$ cat src/rtl/program_sequencer.sv
`default_nettype none
// ============================================================================
//  Module      : program_sequencer
//  Description : Selects one of up to four test programs, pulses the core's
//                PC load with the program entry address, enables execution
//                and watches for the completion address, a cycle timeout or
//                a request abort. The result is reported with ack and status.
//  Revision    : 1.0 - initial release
// ============================================================================
module program_sequencer #(
    parameter int                 PC_BITS        = 10,
    parameter int                 NUM_PROGS      = 3,
    parameter logic [PC_BITS-1:0] START_ADDRS [4] = '{PC_BITS'(0),   PC_BITS'(436),
                                                      PC_BITS'(15),  PC_BITS'(0)},
    parameter logic [PC_BITS-1:0] DONE_ADDRS  [4] = '{PC_BITS'(435), PC_BITS'(15),
                                                      PC_BITS'(30),  PC_BITS'(0)},
    parameter int                 TIMEOUT_CYCLES = 65535
) (
    input  logic               clock,
    input  logic               reset,
    input  logic               req,
    input  logic [1:0]         prog_sel,
    input  logic [PC_BITS-1:0] pc,
    output logic               start,
    output logic [PC_BITS-1:0] start_addr,
    output logic               run_en,
    output logic               ack,
    output logic               busy,
    output logic [1:0]         status,
    output logic [15:0]        cycle_count
);

    localparam logic [1:0]  c_st_ok      = 2'b00;
    localparam logic [1:0]  c_st_timeout = 2'b01;
    localparam logic [1:0]  c_st_badsel  = 2'b10;
    localparam logic [1:0]  c_st_abort   = 2'b11;
    localparam logic [15:0] c_timeout    = 16'(TIMEOUT_CYCLES);
    localparam logic [2:0]  c_num_progs  = 3'(NUM_PROGS);

    typedef enum logic [1:0] {
        S_IDLE = 2'd0,
        S_LOAD = 2'd1,
        S_RUN  = 2'd2,
        S_DONE = 2'd3
    } state_t;

    state_t             r_state;
    logic [1:0]         r_sel;
    logic               r_start;
    logic [PC_BITS-1:0] r_start_addr;
    logic               r_run_en;
    logic               r_ack;
    logic               r_busy;
    logic [1:0]         r_status;
    logic [15:0]        r_cycle_count;

    logic               w_sel_ok;
    logic               w_done_hit;
    logic [15:0]        w_cc_next;

    // Request validity, completion match and the prospective count value
    assign w_sel_ok   = ({1'b0, prog_sel} < c_num_progs);
    assign w_done_hit = (pc == DONE_ADDRS[r_sel]);
    assign w_cc_next  = r_cycle_count + 16'd1;

    // Sequencer FSM; every output is a register updated alongside the state
    always_ff @(posedge clock) begin
        if (reset) begin
            r_state       <= S_IDLE;
            r_sel         <= 2'd0;
            r_start       <= 1'b0;
            r_start_addr  <= '0;
            r_run_en      <= 1'b0;
            r_ack         <= 1'b0;
            r_busy        <= 1'b0;
            r_status      <= c_st_ok;
            r_cycle_count <= 16'd0;
        end else begin
            case (r_state)
                S_IDLE: begin
                    if (req) begin
                        if (w_sel_ok) begin
                            r_sel         <= prog_sel;
                            r_start       <= 1'b1;
                            r_start_addr  <= START_ADDRS[prog_sel];
                            r_cycle_count <= 16'd0;
                            r_status      <= c_st_ok;
                            r_busy        <= 1'b1;
                            r_state       <= S_LOAD;
                        end else begin
                            r_status <= c_st_badsel;
                            r_ack    <= 1'b1;
                            r_state  <= S_DONE;
                        end
                    end
                end
                S_LOAD: begin
                    r_start  <= 1'b0;
                    r_run_en <= 1'b1;
                    r_state  <= S_RUN;
                end
                S_RUN: begin
                    // Abort beats completion, completion beats timeout
                    if (!req) begin
                        r_status <= c_st_abort;
                        r_run_en <= 1'b0;
                        r_busy   <= 1'b0;
                        r_state  <= S_IDLE;
                    end else if (w_done_hit) begin
                        r_status <= c_st_ok;
                        r_run_en <= 1'b0;
                        r_busy   <= 1'b0;
                        r_ack    <= 1'b1;
                        r_state  <= S_DONE;
                    end else begin
                        r_cycle_count <= w_cc_next;
                        if (w_cc_next == c_timeout) begin
                            r_status <= c_st_timeout;
                            r_run_en <= 1'b0;
                            r_busy   <= 1'b0;
                            r_ack    <= 1'b1;
                            r_state  <= S_DONE;
                        end
                    end
                end
                S_DONE: begin
                    // Leaving DONE needs req low, so IDLE always sees a fresh request
                    if (!req) begin
                        r_ack   <= 1'b0;
                        r_state <= S_IDLE;
                    end
                end
                default: r_state <= S_IDLE;
            endcase
        end
    end

    assign start       = r_start;
    assign start_addr  = r_start_addr;
    assign run_en      = r_run_en;
    assign ack         = r_ack;
    assign busy        = r_busy;
    assign status      = r_status;
    assign cycle_count = r_cycle_count;

endmodule
`default_nettype wire

$ cat config.mk
export PLATFORM = sky130hd
export DESIGN_NAME = program_sequencer
export DESIGN_NICKNAME = d
export VERILOG_FILES = /design/src/rtl/program_sequencer.sv
export SDC_FILE = /design/constraint.sdc
export NUM_CORES = 1
export LEC_CHECK = 0
export ABC_CLOCK_PERIOD_IN_PS = 3000
export CORE_UTILIZATION = 50
export DETAILED_ROUTE_END_ITERATION = 10
export PLACE_DENSITY = 0.89
export SYNTH_ARGS = -nofsm -noshare
export SYNTH_HDL_FRONTEND = slang
export SYNTH_SLANG_ARGS = --single-unit
export TNS_END_PERCENT = 100
$ cat constraint.sdc
create_clock -name clock -period 3 [get_ports clock]
set_clock_uncertainty 0.05 [all_clocks]
set_input_delay 0.75 -clock clock [delete_from_list [all_inputs] [get_ports clock]]
set_output_delay 0.75 -clock clock [all_outputs]
set_load 0.02 [all_outputs]
## Word-level counts from Yosys, hierarchy flattened

Cells that the tools add are included.
Widths: inputs -> output; s select.

- $add $sub $neg: 1
- Order comparisons: 3
- Equality and inequality tests: 13
- Multiplexer cells: 39
- Bitwise gates (word level): 2
- Reductions and logical operators: 13

Operator list:

| cell | count |
|---|---|
| $mux 16 | 4 |
| $bmux 10 s2 | 2 |
| $mux 10 | 4 |
| $pmux 16 s2 | 1 |
| $mux 2 | 11 |
| $add 16x1->16 const B | 1 |
| $eq 16x16->1 const B | 1 |
| $ne 2x2->1 const B | 6 |
| $reduce_and 3->1 | 4 |
| $mux 1 | 11 |
| $eq 10x10->1 | 1 |
| $pmux 2 s4 | 1 |
| $ge 3x3->1 const B | 2 |
| $not 2->3 | 2 |
| $pmux 1 s2 | 3 |
| $reduce_and 6->1 | 1 |
| $reduce_bool 2->1 | 3 |
| $reduce_and 5->1 | 1 |
| $eq 2x2->1 const B | 2 |
| $ne 4x4->1 const B | 1 |
| $pmux 2 s2 | 1 |
| $reduce_and 4->1 | 1 |
| $ne 3x3->1 const B | 1 |
| $pmux 1 s3 | 1 |
| other kinds (5) | 5 |

- Flip-flop bits (word level): 36
- Input port bits: 15
- Logic and storage cells: 80

## Logic depth before layout (Yosys ltp)

- Word-level depth: 8
- Gate-level depth with buffers: 9
- Mapped depth without buffers: 8

## Worst setup path before layout

Ideal clock, no wire load.

- Kind: input to register
- From: input pc[2]
- To: register r_cycle_count[5] (netlist: cycle_count[5])
- Library setup time: 0.121 ns
- Data arrival time: 2.205 ns
- Setup slack: 0.624 ns
- Cell stages on the path: 7
- Cells stage by stage: or3_4 a2111oi_4 a31o_2 nor3_1 buf_2 a21oi_1 mux2i_1

- Word-level cells in the longest chain between the ends: 3

RTL lines:

| what | RTL line | RTL |
|---|---|---|
| start, declared | 23 | `input logic [PC_BITS-1:0] pc,` |
| $eq 10x10->1 | 63 | `assign w_done_hit = (pc == DONE_ADDRS[r_sel]);` |
| $ne 2x2->1 (no line) | n/a |  |
| $reduce_and 5->1 (no line) | n/a |  |
| end signal, assigned | 116 | `r_cycle_count <= w_cc_next;` |
| end, declared | 55 | `logic [15:0] r_cycle_count;` |

No other way between the ends.
A chain may end at the register's enable or synchronous reset.

## Final worst setup path

- From: input pc[2]
- To: register r_status[1] (netlist: status[1])

- Word-level cells in the longest chain between the ends: 4

RTL lines:

| what | RTL line | RTL |
|---|---|---|
| $eq 10x10->1 (*) | 63 |  |
| $mux 2 | 109 | `end else if (w_done_hit) begin` |
| $mux 2 | 104 | `if (!req) begin` |
| $pmux 2 s2 | 79 | `case (r_state)` |
| end signal, assigned | 87 | `r_status <= c_st_ok;` |
| end signal, assigned | 105 | `r_status <= c_st_abort;` |
| end signal, assigned | 110 | `r_status <= c_st_ok;` |
| end, declared | 54 | `logic [1:0] r_status;` |

Mark *: on every way between the ends. The rest lies on a longest branch, timed or not.

==> metrics.log <==
INFO  metric power.internal = 0.875 mW
INFO  metric numCtsBuffers = 5
INFO  metric post_synth_and_or_nand_nor_area_fraction = 27.5%
INFO  metric cts_num_sinks = 29
INFO  metric slew_violations = 0
INFO  metric reg2reg_depth = 9
INFO  metric finish.cell_count_without_fillers = 346
INFO  metric global_route_wire_length_before_repair = 8250 µm
INFO  metric antenna_violations_before_repair = 0
INFO  metric path_class = in -> reg
INFO  metric setup_ws = 322 ps
INFO  metric synth.distinct_cells = 55
INFO  metric fillers = 315
INFO  metric power_frac_seq = 33.7%
INFO  metric ant_nets = 0
INFO  metric die_outline_area = 4360 µm²
INFO  metric critical_path.cell_chain = clkdlybuf4s50_1, or3_4, a2111oi_4, buf_4, a31oi_1, a21boi_0, a31oi_1, a221oi_1
INFO  metric gp_congestion = 0.852
INFO  metric cell_count_after_synthesis = 255
INFO  metric combPwrFrac = 42.8%
INFO  metric first_global_vias = 1,873
INFO  metric yosys_warnings = 0
INFO  metric die_h = 66.0 µm
INFO  metric drive_gt1_share = 10.7%
INFO  metric area.growth.synth_to_final = 27.5%
INFO  metric detailedPlacementHpwl = 3510 µm
INFO  metric synth.area.mux_share = 2.93%
INFO  metric portBuffers = 44
INFO  metric power_switching = 0.532 mW
INFO  metric finalHoldViolations = 0
INFO  metric rsz0062_at_grt = false
INFO  metric ys_seq_area_share = 28.3%
INFO  metric synth-main-ff-cell = sky130_fd_sc_hd__dfxtp_1
INFO  metric diodes = 0
INFO  metric worst_path_slowest_cell = sky130_fd_sc_hd__clkdlybuf4s50_1
INFO  metric global_route_overflow = 0
INFO  metric setup.worst_path.start = pc[2]
INFO  metric setup_total_negative_slack = 0 ps
INFO  metric wirelength = 4860 µm
INFO  metric layout.nets = 325
INFO  metric post_synth_edffs = 0
INFO  metric min_period_over_period = 89.3%
INFO  metric root_buffer = sky130_fd_sc_hd__clkbuf_8
INFO  metric start_util = 53.9%
INFO  metric setup_viol = 0
INFO  metric status = complete, no violations
INFO  metric arrival = 2810 ps
INFO  metric largest_net_degree_at_the_start_of_global_routing = 25
INFO  metric worst_setup_path_start_kind = input port
INFO  metric max_freq = 0.373 GHz
INFO  metric pwr-share-clk = 23.5%
INFO  metric ffs_w_async_s_r_synth = 0%
INFO  metric swShare = 37.8%
INFO  metric synth_xor_area_share = 4.28%
INFO  metric power.leakage = 0.964 nW
INFO  metric synth_compound_area_share = 20.9%
INFO  metric synth-adder-area-share = 7.33%
INFO  metric postLayoutCoreUtil = 68.7%
INFO  metric cts_setup_buffers = 0
INFO  metric number_of_design_rule_violations_left_by_the_first_detailed_router_iteration = 174
INFO  metric row_count = 22
INFO  metric pre_cts_ws = -283 ps
INFO  metric combined_area_of_all_synthesized_cells = 2050 µm²
INFO  metric regToRegStartpoint = r_sel[1]
INFO  metric critPathRequiredTime = 3140 ps
INFO  metric synth-seq-cells = 29
INFO  metric die_w = 66.0 µm
INFO  metric syn_area_per_cell = 8.03 µm²
INFO  metric report.power.total = 1.41 mW
INFO  metric vias = 2,001
INFO  metric critical_path.reg2reg.endpoint = status[1]
INFO  metric critical_path.endpoint_type = flop
INFO  metric timing.hold.worst.class = reg -> reg
INFO  metric hold-worst-slack = 402 ps
INFO  metric ioPinCount = 47
INFO  metric grt_use_total = 24.6%
INFO  metric finalCriticalPeriod = 2680 ps
INFO  metric htree_num_levels = 2
INFO  metric coreArea = 3800 µm²
INFO  metric post_dp_cell_area = 2520 µm²
INFO  metric clk_path_buf_depth = 2
INFO  metric timing.max_slew.rel_slack = 51.2%
INFO  metric critical_path_peak_fanout = 3
INFO  metric pwr_density_cell = 539 nW/µm²
INFO  metric maxCapViolCount = 0
INFO  metric clk_transition_reported_paths = 60 ps
INFO  metric worstSetupEndpoint = status[1]
INFO  metric cpMostUsedCell = sky130_fd_sc_hd__a31oi_1
INFO  metric worst-r2r-setup-slack = 400 ps
INFO  metric vdd.ir_drop.worst = 0.427 mV
INFO  metric via_per_inst = 5.78
INFO  metric worst_path_largest_cell_delay = 420 ps
INFO  metric avgRoutedWirePerCell = 14.0 µm
INFO  metric route.detailed.drc = 0
INFO  metric clock_tree_from_tritoncts = yes
INFO  metric post_cts_hold_buffer_count = 0
INFO  metric numPlacedInstances = 339
INFO  metric initial_drt_pass_iterations = 5
INFO  metric postLayoutCellArea = 2610 µm²
INFO  metric worst_slew_pin_slew = 727 ps
INFO  metric dominant_combinational_cell_family_by_area_after_synthesis = simple AND/OR/NAND/NOR gates
INFO  metric clkLatencyLatePin = 290 ps
==> layout make-up <==
cell class	instances	area, µm²	area share (%)
Multi-Input combinational cell	192	1300	49.8
Sequential cell	29	581	22.2
Timing Repair Buffer	56	531	20.3
Clock buffer	7	86.3	3.31
Tap cell	48	60.1	2.30
Inverter	14	52.6	2.01
==> layout by cell type, fill, tap and decap left out, types with 3 or more instances in the layout <==
| cell | n |
|---|---|
| sky130_fd_sc_hd__o21ai_1 | 10 |
| sky130_fd_sc_hd__or3_1 | 3 |
| sky130_fd_sc_hd__xor2_1 | 5 |
| sky130_fd_sc_hd__o21ai_0 | 5 |
| sky130_fd_sc_hd__xnor2_1 | 5 |
| sky130_fd_sc_hd__nand4_1 | 7 |
| sky130_fd_sc_hd__nor3_1 | 5 |
| sky130_fd_sc_hd__a31oi_1 | 8 |
| sky130_fd_sc_hd__inv_1 | 14 |
| sky130_fd_sc_hd__nand2_1 | 21 |
| sky130_fd_sc_hd__clkbuf_8 | 6 |
| sky130_fd_sc_hd__ha_1 | 12 |
| sky130_fd_sc_hd__nor4_1 | 4 |
| sky130_fd_sc_hd__buf_4 | 12 |
| sky130_fd_sc_hd__mux2i_1 | 6 |
| sky130_fd_sc_hd__dfxtp_1 | 29 |
| sky130_fd_sc_hd__a21oi_1 | 18 |
| sky130_fd_sc_hd__nand2b_1 | 4 |
| sky130_fd_sc_hd__nand3_1 | 7 |
| sky130_fd_sc_hd__nor2_1 | 30 |
| sky130_fd_sc_hd__clkdlybuf4s50_1 | 44 |
==> per-layer routing <==
metal,track usage [%],up-vias,routed length [µm]
met2,43.1,97,2460
met4,7.18,0,53
li1,-,990,-
met1,28.8,906,1960
met3,7.07,8,383
met5,0,-,0
==> critical path: cells and delay by family <==
family,cells,cell delay [ps]
buffers and inverters,2,600
AND/OR/NAND/NOR,1,380
AO/OA/AOI/OAI,5,1090
==> power by group through the flow <==
stage / Combinational [mW] / Clock (mW) / Sequential (mW)
2_1_floorplan: 0.357 / 0 / 0.517
3_3_place_gp: 0.578 / 0 / 0.481
3_5_place_dp: 0.593 / 0 / 0.481
4_1_cts: 0.599 / 0.330 / 0.474
5_1_grt: 0.668 / 0.348 / 0.481
6_report: 0.602 / 0.331 / 0.474
==> cells in the mapped netlist, types with 7 or more instances <==
cell type	instances	area share, %
sky130_fd_sc_hd__buf_4	10	3.7
sky130_fd_sc_hd__dfxtp_1	29	28
sky130_fd_sc_hd__nand3_1	7	1.7
sky130_fd_sc_hd__o21ai_1	10	2.4
sky130_fd_sc_hd__ha_1	12	7.3
sky130_fd_sc_hd__inv_1	14	2.6
sky130_fd_sc_hd__nand4_1	7	2.1
sky130_fd_sc_hd__nor2_1	30	5.5
sky130_fd_sc_hd__a21oi_1	18	4.4
sky130_fd_sc_hd__nand2_1	21	3.8
sky130_fd_sc_hd__a31oi_1	8	2.4
==> state kept, by name, summed over array words and instances (netlist names) <==
register	flops
cycle_count	16
start_addr	3
r_sel	2
r_state	2
status	2
ack	1
busy	1
run_en	1
start	1
==> how the worst min path moves through the flow <==
stage | start | end | cells after the start
2_1_floorplan | r_state[0] | r_state[0] | 2
3_5_place_dp | ack | ack | 2
5_1_grt | ack | ack | 2
3_3_place_gp | ack | ack | 2
4_1_cts | ack | ack | 2
6_report | ack | ack | 2
==> kinds of logic after synthesis <==
family / Yosys count
multiplexers: 6
AND/OR/NAND/NOR: 99
flip-flops: 29
other: 1
buffers and inverters: 35
XOR/XNOR: 10
AO/OA/AOI/OAI: 63
adder cells (fa/ha/maj): 12
==> what timing repair did <==
| item | CTS | global route |
|---|---|---|
| endpoints found under the hold margin | 0 | 0 |
| resized for setup | 0 | 1 |
| endpoints found under the setup margin | 0 | 7 |
Note: power is estimated with default switching activity, not from simulation.
